## src/rtl/adder_share_arbiter_pkg.sv

```systemverilog
// Package adder_share_pkg: shared widths, FSM encoding and result-check helper
// for the shared 4-bit adder arbiter.
//   OPW      operand width fed to the adder (a and b)
//   SUMW     width of the adder output bus
//   state_t  FSM states IDLE -> CALC -> RESP
//   sum_fault returns 1 when the adder drives any bit above the 5-bit sum
package adder_share_pkg;

    localparam int OPW  = 4;
    localparam int SUMW = 8;

    typedef enum logic [1:0] {
        IDLE = 2'd0,
        CALC = 2'd1,
        RESP = 2'd2
    } state_t;

    // A healthy 4+4 bit adder can only produce a 5-bit result; anything set
    // above bit 4 means the adder output is corrupted.
    function automatic logic sum_fault(input logic [SUMW-1:0] sum);
        return |sum[SUMW-1:OPW+1];
    endfunction

endpackage

```

## src/rtl/adder_share_arbiter_if.sv

```systemverilog
// Requester/consumer bus of the shared adder arbiter.
//   req_valid/req_ready  per-requester operand handshake (ready one-hot or zero)
//   req_a/req_b          packed operands, requester i at [4i+3:4i]
//   rsp_valid/rsp_ready  result handshake
//   rsp_id/rsp_sum       owning requester index and captured adder result
//   sum_err              adder fault flag captured with the result
// master = requester side, slave = arbiter side.
interface adder_share_arbiter_if #(
    parameter int NUM_REQ = 4,
    parameter int ID_W    = 2
);
    import adder_share_pkg::*;

    logic [NUM_REQ-1:0]     req_valid;
    logic [NUM_REQ-1:0]     req_ready;
    logic [OPW*NUM_REQ-1:0] req_a;
    logic [OPW*NUM_REQ-1:0] req_b;
    logic                   rsp_valid;
    logic                   rsp_ready;
    logic [ID_W-1:0]        rsp_id;
    logic [SUMW-1:0]        rsp_sum;
    logic                   sum_err;

    modport master (
        output req_valid, req_a, req_b, rsp_ready,
        input  req_ready, rsp_valid, rsp_id, rsp_sum, sum_err
    );

    modport slave (
        input  req_valid, req_a, req_b, rsp_ready,
        output req_ready, rsp_valid, rsp_id, rsp_sum, sum_err
    );

endinterface

```

## src/rtl/rr_arbiter.sv

```systemverilog
// Combinational round-robin grant search.
//   req      request vector
//   ptr      highest-priority index for this search
//   gnt      one-hot grant (zero when no request)
//   gnt_idx  index of the granted request
//   any      at least one request is present
// The search order is ptr, ptr+1, ... wrapping modulo NUM_REQ.
module rr_arbiter #(
    parameter int NUM_REQ = 4,
    parameter int ID_W    = 2
) (
    input  logic [NUM_REQ-1:0] req,
    input  logic [ID_W-1:0]    ptr,
    output logic [NUM_REQ-1:0] gnt,
    output logic [ID_W-1:0]    gnt_idx,
    output logic               any
);

    logic [ID_W-1:0] cand_s;

    // Walk the candidates from lowest to highest priority so the last hit
    // (closest to ptr) is the one that sticks.
    always_comb begin
        gnt     = '0;
        gnt_idx = '0;
        any     = 1'b0;
        cand_s  = '0;
        for (int k = NUM_REQ - 1; k >= 0; k--) begin
            cand_s = ID_W'((int'(ptr) + k) % NUM_REQ);
            if (req[cand_s]) begin
                gnt_idx = cand_s;
                any     = 1'b1;
            end else begin
                any     = any;
            end
        end
        if (any) begin
            gnt[gnt_idx] = 1'b1;
        end else begin
            gnt = '0;
        end
    end

endmodule

```

## src/rtl/adder_share_arbiter.sv

```systemverilog
// Shares one 4-bit adder among NUM_REQ requesters.
//   clk, rst      rising-edge clock, asynchronous active-high reset
//   bus (slave)   requester / result-consumer handshakes
//   add_a, add_b  registered operands to the adder (ui_in[7:4], ui_in[3:0])
//   add_sum       adder output (uo_out), sampled one cycle after accept
//   busy          high whenever a transaction is in flight
// One transaction at a time: IDLE (grant) -> CALC (capture) -> RESP (hold).
module adder_share_arbiter
    import adder_share_pkg::*;
#(
    parameter int NUM_REQ = 4,
    parameter int ID_W    = 2
) (
    input  logic                 clk,
    input  logic                 rst,
    adder_share_arbiter_if.slave bus,
    output logic [OPW-1:0]       add_a,
    output logic [OPW-1:0]       add_b,
    input  logic [SUMW-1:0]      add_sum,
    output logic                 busy
);

    localparam logic [1:0] ST_IDLE = IDLE;
    localparam logic [1:0] ST_CALC = CALC;
    localparam logic [1:0] ST_RESP = RESP;

    logic [1:0]         state_r;
    logic [ID_W-1:0]    ptr_r;
    logic [ID_W-1:0]    ptr_nxt_s;
    logic [NUM_REQ-1:0] gnt_s;
    logic [ID_W-1:0]    gnt_idx_s;
    logic               any_s;
    logic [OPW-1:0]     op_a_s;
    logic [OPW-1:0]     op_b_s;
    logic [OPW-1:0]     add_a_r;
    logic [OPW-1:0]     add_b_r;
    logic [ID_W-1:0]    rsp_id_r;
    logic [SUMW-1:0]    rsp_sum_r;
    logic               sum_err_r;
    logic               rsp_valid_r;
    logic               busy_r;

    rr_arbiter #(
        .NUM_REQ (NUM_REQ),
        .ID_W    (ID_W)
    ) u_rr (
        .req     (bus.req_valid),
        .ptr     (ptr_r),
        .gnt     (gnt_s),
        .gnt_idx (gnt_idx_s),
        .any     (any_s)
    );

    assign op_a_s = bus.req_a[int'(gnt_idx_s)*OPW +: OPW];
    assign op_b_s = bus.req_b[int'(gnt_idx_s)*OPW +: OPW];

    // Grant is offered only while idle; reset masks it so every output is 0.
    assign bus.req_ready = (state_r == ST_IDLE && !rst) ? gnt_s : '0;

    assign add_a         = add_a_r;
    assign add_b         = add_b_r;
    assign bus.rsp_id    = rsp_id_r;
    assign bus.rsp_sum   = rsp_sum_r;
    assign bus.sum_err   = sum_err_r;
    assign bus.rsp_valid = rsp_valid_r;
    assign busy          = busy_r;

    // Next round-robin pointer: the requester after the current winner.
    always_comb begin
        ptr_nxt_s = '0;
        if (gnt_idx_s == ID_W'(NUM_REQ - 1)) begin
            ptr_nxt_s = '0;
        end else begin
            ptr_nxt_s = gnt_idx_s + ID_W'(1);
        end
    end

    // Transaction FSM with operand, result and pointer registers.
    always_ff @(posedge clk or posedge rst) begin
        if (rst) begin
            state_r     <= ST_IDLE;
            ptr_r       <= '0;
            add_a_r     <= '0;
            add_b_r     <= '0;
            rsp_id_r    <= '0;
            rsp_sum_r   <= '0;
            sum_err_r   <= 1'b0;
            rsp_valid_r <= 1'b0;
            busy_r      <= 1'b0;
        end else begin
            case (state_r)
                ST_IDLE: begin
                    if (any_s) begin
                        add_a_r  <= op_a_s;
                        add_b_r  <= op_b_s;
                        rsp_id_r <= gnt_idx_s;
                        ptr_r    <= ptr_nxt_s;
                        busy_r   <= 1'b1;
                        state_r  <= ST_CALC;
                    end else begin
                        state_r  <= ST_IDLE;
                    end
                end
                ST_CALC: begin
                    // Operands have been stable on the adder for a full cycle.
                    rsp_sum_r   <= add_sum;
                    sum_err_r   <= sum_fault(add_sum);
                    rsp_valid_r <= 1'b1;
                    state_r     <= ST_RESP;
                end
                ST_RESP: begin
                    if (bus.rsp_ready) begin
                        rsp_valid_r <= 1'b0;
                        busy_r      <= 1'b0;
                        state_r     <= ST_IDLE;
                    end else begin
                        state_r     <= ST_RESP;
                    end
                end
                default: begin
                    rsp_valid_r <= 1'b0;
                    busy_r      <= 1'b0;
                    state_r     <= ST_IDLE;
                end
            endcase
        end
    end

endmodule

```

## src/flat_wrapper.sv

```systemverilog
// flat-port wrapper written by rule: the top's interface ports become plain ports
module adder_share_arbiter_flat import adder_share_pkg::*;
#(
    parameter int NUM_REQ = 4,
    parameter int ID_W    = 2
)
  (clk, rst, add_a, add_b, add_sum, busy, bus_req_valid, bus_req_a, bus_req_b, bus_rsp_ready, bus_req_ready, bus_rsp_valid, bus_rsp_id, bus_rsp_sum, bus_sum_err);
  adder_share_arbiter_if #(.NUM_REQ(NUM_REQ), .ID_W(ID_W)) bus_i ();
  input  logic clk;
  input  logic rst;
  output logic [OPW-1:0] add_a;
  output logic [OPW-1:0] add_b;
  input  logic [SUMW-1:0] add_sum;
  output logic busy;
  input wire logic [$bits(bus_i.req_valid)-1:0] bus_req_valid;
  input wire logic [$bits(bus_i.req_a)-1:0] bus_req_a;
  input wire logic [$bits(bus_i.req_b)-1:0] bus_req_b;
  input wire logic [$bits(bus_i.rsp_ready)-1:0] bus_rsp_ready;
  output wire logic [$bits(bus_i.req_ready)-1:0] bus_req_ready;
  output wire logic [$bits(bus_i.rsp_valid)-1:0] bus_rsp_valid;
  output wire logic [$bits(bus_i.rsp_id)-1:0] bus_rsp_id;
  output wire logic [$bits(bus_i.rsp_sum)-1:0] bus_rsp_sum;
  output wire logic [$bits(bus_i.sum_err)-1:0] bus_sum_err;
  assign bus_i.req_valid = bus_req_valid;
  assign bus_i.req_a = bus_req_a;
  assign bus_i.req_b = bus_req_b;
  assign bus_i.rsp_ready = bus_rsp_ready;
  assign bus_req_ready = bus_i.req_ready;
  assign bus_rsp_valid = bus_i.rsp_valid;
  assign bus_rsp_id = bus_i.rsp_id;
  assign bus_rsp_sum = bus_i.rsp_sum;
  assign bus_sum_err = bus_i.sum_err;
  adder_share_arbiter #(.NUM_REQ(NUM_REQ), .ID_W(ID_W)) u_core (.clk(clk), .rst(rst), .bus(bus_i), .add_a(add_a), .add_b(add_b), .add_sum(add_sum), .busy(busy));
endmodule
```

## config.mk

```make
export PLATFORM = sky130hd
export DESIGN_NAME = adder_share_arbiter_flat
export DESIGN_NICKNAME = d
export VERILOG_FILES = /design/src/rtl/adder_share_arbiter_pkg.sv /design/src/rtl/adder_share_arbiter_if.sv /design/src/rtl/rr_arbiter.sv /design/src/rtl/adder_share_arbiter.sv /design/src/flat_wrapper.sv
export SDC_FILE = /design/constraint.sdc
export NUM_CORES = 1
export LEC_CHECK = 0
export BUFFER_PORTS_ARGS = -buffer_cell sky130_fd_sc_hd__buf_4
export CAP_MARGIN = 20
export CORE_MARGIN = 2
export CORE_UTILIZATION = 44
export CTS_CLUSTER_DIAMETER = 100
export DETAILED_ROUTE_END_ITERATION = 8
export GPL_TIMING_DRIVEN = 0
export HOLD_SLACK_MARGIN = 0.12
export PLACE_DENSITY = 0.87
export SLEW_MARGIN = 20
export SYNTH_ARGS = -nofsm -noshare
export SYNTH_HDL_FRONTEND = slang
export SYNTH_SLANG_ARGS = --single-unit
```

## constraint.sdc

```tcl
create_clock -name clk -period 2.2 [get_ports clk]
set_clock_uncertainty 0.15 [all_clocks]
set_input_delay 0 -clock clk [delete_from_list [all_inputs] [get_ports clk]]
set_output_delay 0 -clock clk [all_outputs]
set_load 0.05 [all_outputs]
```

==> summary.md <==
| Metric | Value |
|---|---|
| Status | `finished with violations` |
| Failing checks | `negative setup slack` |
| Total Routing Usage GR | `0.316` |
| Die area | `3570 um^2` |
| Simple-gate share of the synthesized area | `0.155` |
| Xor-xnor portion of the synthesized cell area | `0` |
| Setup slack after layout | `-120 ps` |
| Adder-Cell Fraction of Synth Area | `0.00916` |
| EDFF count, synth | `0` |
| Nets@finish | `299` |
| CP peak stage delay | `580 ps` |
| Seq/Total Area, Yosys | `0.458` |
| Htree depth | `1` |
| PwrDens | `1360 nW/um^2` |
| Core Region | `3000 um^2` |
| First drt pass iteration count | `4` |
| CTS max path bufs | `2` |
| Antenna Cells | `0` |
| HP Start | `bus_req_valid[3]` |
| Max Cap Viol | `0` |
| WL per Instance | `19.5 um` |
| Area occupied by multi-input gates | `723 um^2` |
| Lkg Pwr | `1.19 nW` |
| Hold Slack | `130 ps` |
| # IOs | `72` |
| Layout cells sized above 1 | `0.452` |
| Final Hold Viols | `0` |
| R2r setup slk | `-120 ps` |
| Worst r2r src | `u_core.ptr_r[1]` |
| Hold crit path type | `in -> reg` |
| #FFs+latches synth | `25` |
| Worst path arrival time | `2360 ps` |
| Grt total ovfl | `0` |
| Routed wl met2 | `2.51 mm` |
| Metal-1 WL | `2.26 mm` |
| Sink Count | `25` |
| CP endpoint kind | `flip-flop` |
| DRC viols | `0` |
| Top routing layer in use | `met4` |
| Fin crit period | `2320 ps` |
| Initial Util | `0.455` |
| Max frequency | `0.431 GHz` |
| Max Fanout on Critical Path | `7` |
| Top FF cell, synth | `dfrtp_1` |
| Reg2Reg Capture Point | `u_core.add_b[2]` |
| Syn Inst Count | `124` |
| Num rows | `20` |
| Worst Hold Depth | `5` |
| Syn Nets | `172` |
| Commonest non-fill, non-tap cells in the layout | `buf_4 (78), dlygate4sd3_1 (44), dfrtp_1 (23), nor2_1 (10), mux2_2 (9)` |
| Post-Route WL | `5.53 mm` |
| Finished Layout Cells | `283` |
| Netlist Area Pre-Place | `1370 um^2` |
| Setup TNS | `-120 ps` |
| Detailed placement HPWL | `2.81 mm` |
| Die H | `59.7 um` |
| Antenna violations before repair | `0` |
| Worst-path clk slew | `140 ps` |
| Root Driver | `clkbuf_4` |
| Synth async-reset ratio | `1.00` |
| Post-synthesis compound-gate area fraction | `0.194` |
| Worst Max-Slew Pin Slew | `637 ps` |
| RSZ-0062 raised after global routing | `true` |
| Vias | `1632` |
| Largest net degree at the start of global routing | `28` |
| Port bufs | `71` |
| Peak VDD IR | `829 uV` |
| Post-route antenna net violation count | `0` |
| Die width | `59.7 um` |
| YS warnings | `0` |
| Cts bufs inserted | `3` |
| Filler cells | `137` |
| # setup viols final | `1` |
| Register area | `628 um^2` |
| CTS tree | `yes` |
| Post-synthesis mux area share | `0.133` |
| FF-to-FF path depth | `6` |
| Data required, critical path | `2240 ps` |
| Slowest library cell on the worst path | `a2111oi_0` |
| Critical Path, Cell by Cell | `mux2i_2 > o22a_4 > buf_4 > and3_1 > a2111oi_0 > a211oi_1` |
| Via density | `5.77` |
| Final worst path period share | `1.05` |
| Worst-Skew Late Latency | `320 ps` |
| Slew Viols, Final | `0` |
| Metal3 WL | `575 um` |
| Worst Hold End | `u_core.ptr_r[0]` |
| Vias in the first global route | `1691` |
| Commonest non-fill, non-tap cell in the layout | `buf_4` |
| First-pass GRT wire length | `8.37 mm` |
| Netlist cell types | `39` |
| Slew HR | `0.565` |
| Post-Place Setup Slack | `48.5 ps` |
| Worst Setup Path Type | `reg -> reg` |
| Startpoint class of the critical path | `flip-flop` |
| Synthesized area per cell | `11.0 um^2` |
| DRT iter0 DRCs | `113` |
| Largest family of logic cells by synthesized area | `compound AO/OA/AOI/OAI gates` |
| RD Place Congestion | `0.770` |
| Dpl cells | `228` |
| Layout area overhead | `85.3%` |
| Core Util, Final | `0.843` |
## synth_stat cells (3+ instances only)
cell type,count,area [um^2]
dfrtp_1,25,626
nor2b_1,3,18.8
and3_1,8,50.1
o21ai_0,4,20.0
nor4_1,3,18.8
inv_1,4,15.0
nor2_1,10,37.5
a211oi_1,6,45.0
nand2_1,6,22.5
mux2i_1,8,80.1
a2111oi_2,4,60.1
mux2_2,9,101
## area by class of cell
cell class | instances | area share
Buffer | 5 | 0.0143
Clock buffer | 4 | 0.0104
Inverter | 5 | 0.00840
Multi-Input combinational cell | 87 | 0.286
Sequential cell | 25 | 0.248
Tap cell | 33 | 0.0163
Timing Repair Buffer | 124 | 0.417
## sequential cells by signal, summed over array words and instances, names as in the netlist, 2 cells and up
register / flops
u_core.bus.rsp_sum: 8
u_core.add_a: 4
u_core.add_b: 4
u_core.bus.rsp_id: 2
u_core.ptr_r: 2
u_core.state_r: 2
## worst max path at each step
stage	cells past startpoint	slack [ps]	from	end
6_report	6	-120	u_core.ptr_r[1]	u_core.add_b[2]
5_1_grt	6	-110	u_core.ptr_r[1]	u_core.add_b[2]
4_1_cts	7	20	u_core.ptr_r[1]	bus_req_ready[3]
3_5_place_dp	8	50	u_core.ptr_r[1]	bus_req_ready[3]
3_3_place_gp	5	40	u_core.ptr_r[1]	u_core.add_b[0]
2_1_floorplan	6	200	u_core.ptr_r[1]	bus_req_ready[0]
## routing by layer
layer,GRT usage,vias up
met3,0.0714,28
met4,0.0794,0
met2,0.526,131
li1,-,713
met5,0,-
met1,0.417,760
## repair_timing
action	4_1_cts	5_1_grt
endpoints found under the setup margin	4	5
hold buffers	43	1
gates resized for setup	8	6
pin swaps	0	3
buffers inserted	1	7
hold endpoints to repair	45	6
## where the power goes
group	leakage, nW	internal [mW]	switching (mW)
Sequential	0.286	0.698	0.173
Combinational	0.886	0.875	1.48
Clock	0.0150	0.0710	0.137
## metrics by stage
step / cell area, um^2 / power [mW]
final: 2530 / 3.44
after floorplan: 1400 / 2.34
after detailed placement: 1970 / 2.96
after global routing: 2530 / 3.57
after CTS: 2430 / 3.21
after global placement: 1970 / 2.89
## cells by family (layout without fill, tap and decap cells)
| logic type | count (synthesis) | in the layout |
|---|---|---|
| AOI/OAI and AO/OA | 31 | 31 |
| adders and majority gates | 1 | 1 |
| buffers and inverters | 12 | 138 |
| DFF | 25 | 25 |
| muxes | 17 | 17 |
| and+or+nand+nor | 38 | 38 |
## worst max-delay path, delay by kind of cell (launching register included)
family,cells,cell delay [ps]
DFF,1,490
and+or+nand+nor,1,210
AOI/OAI and AO/OA,3,1000
muxes,1,180
buffers and inverters,1,170
Note: power is estimated with default switching activity, not from simulation.
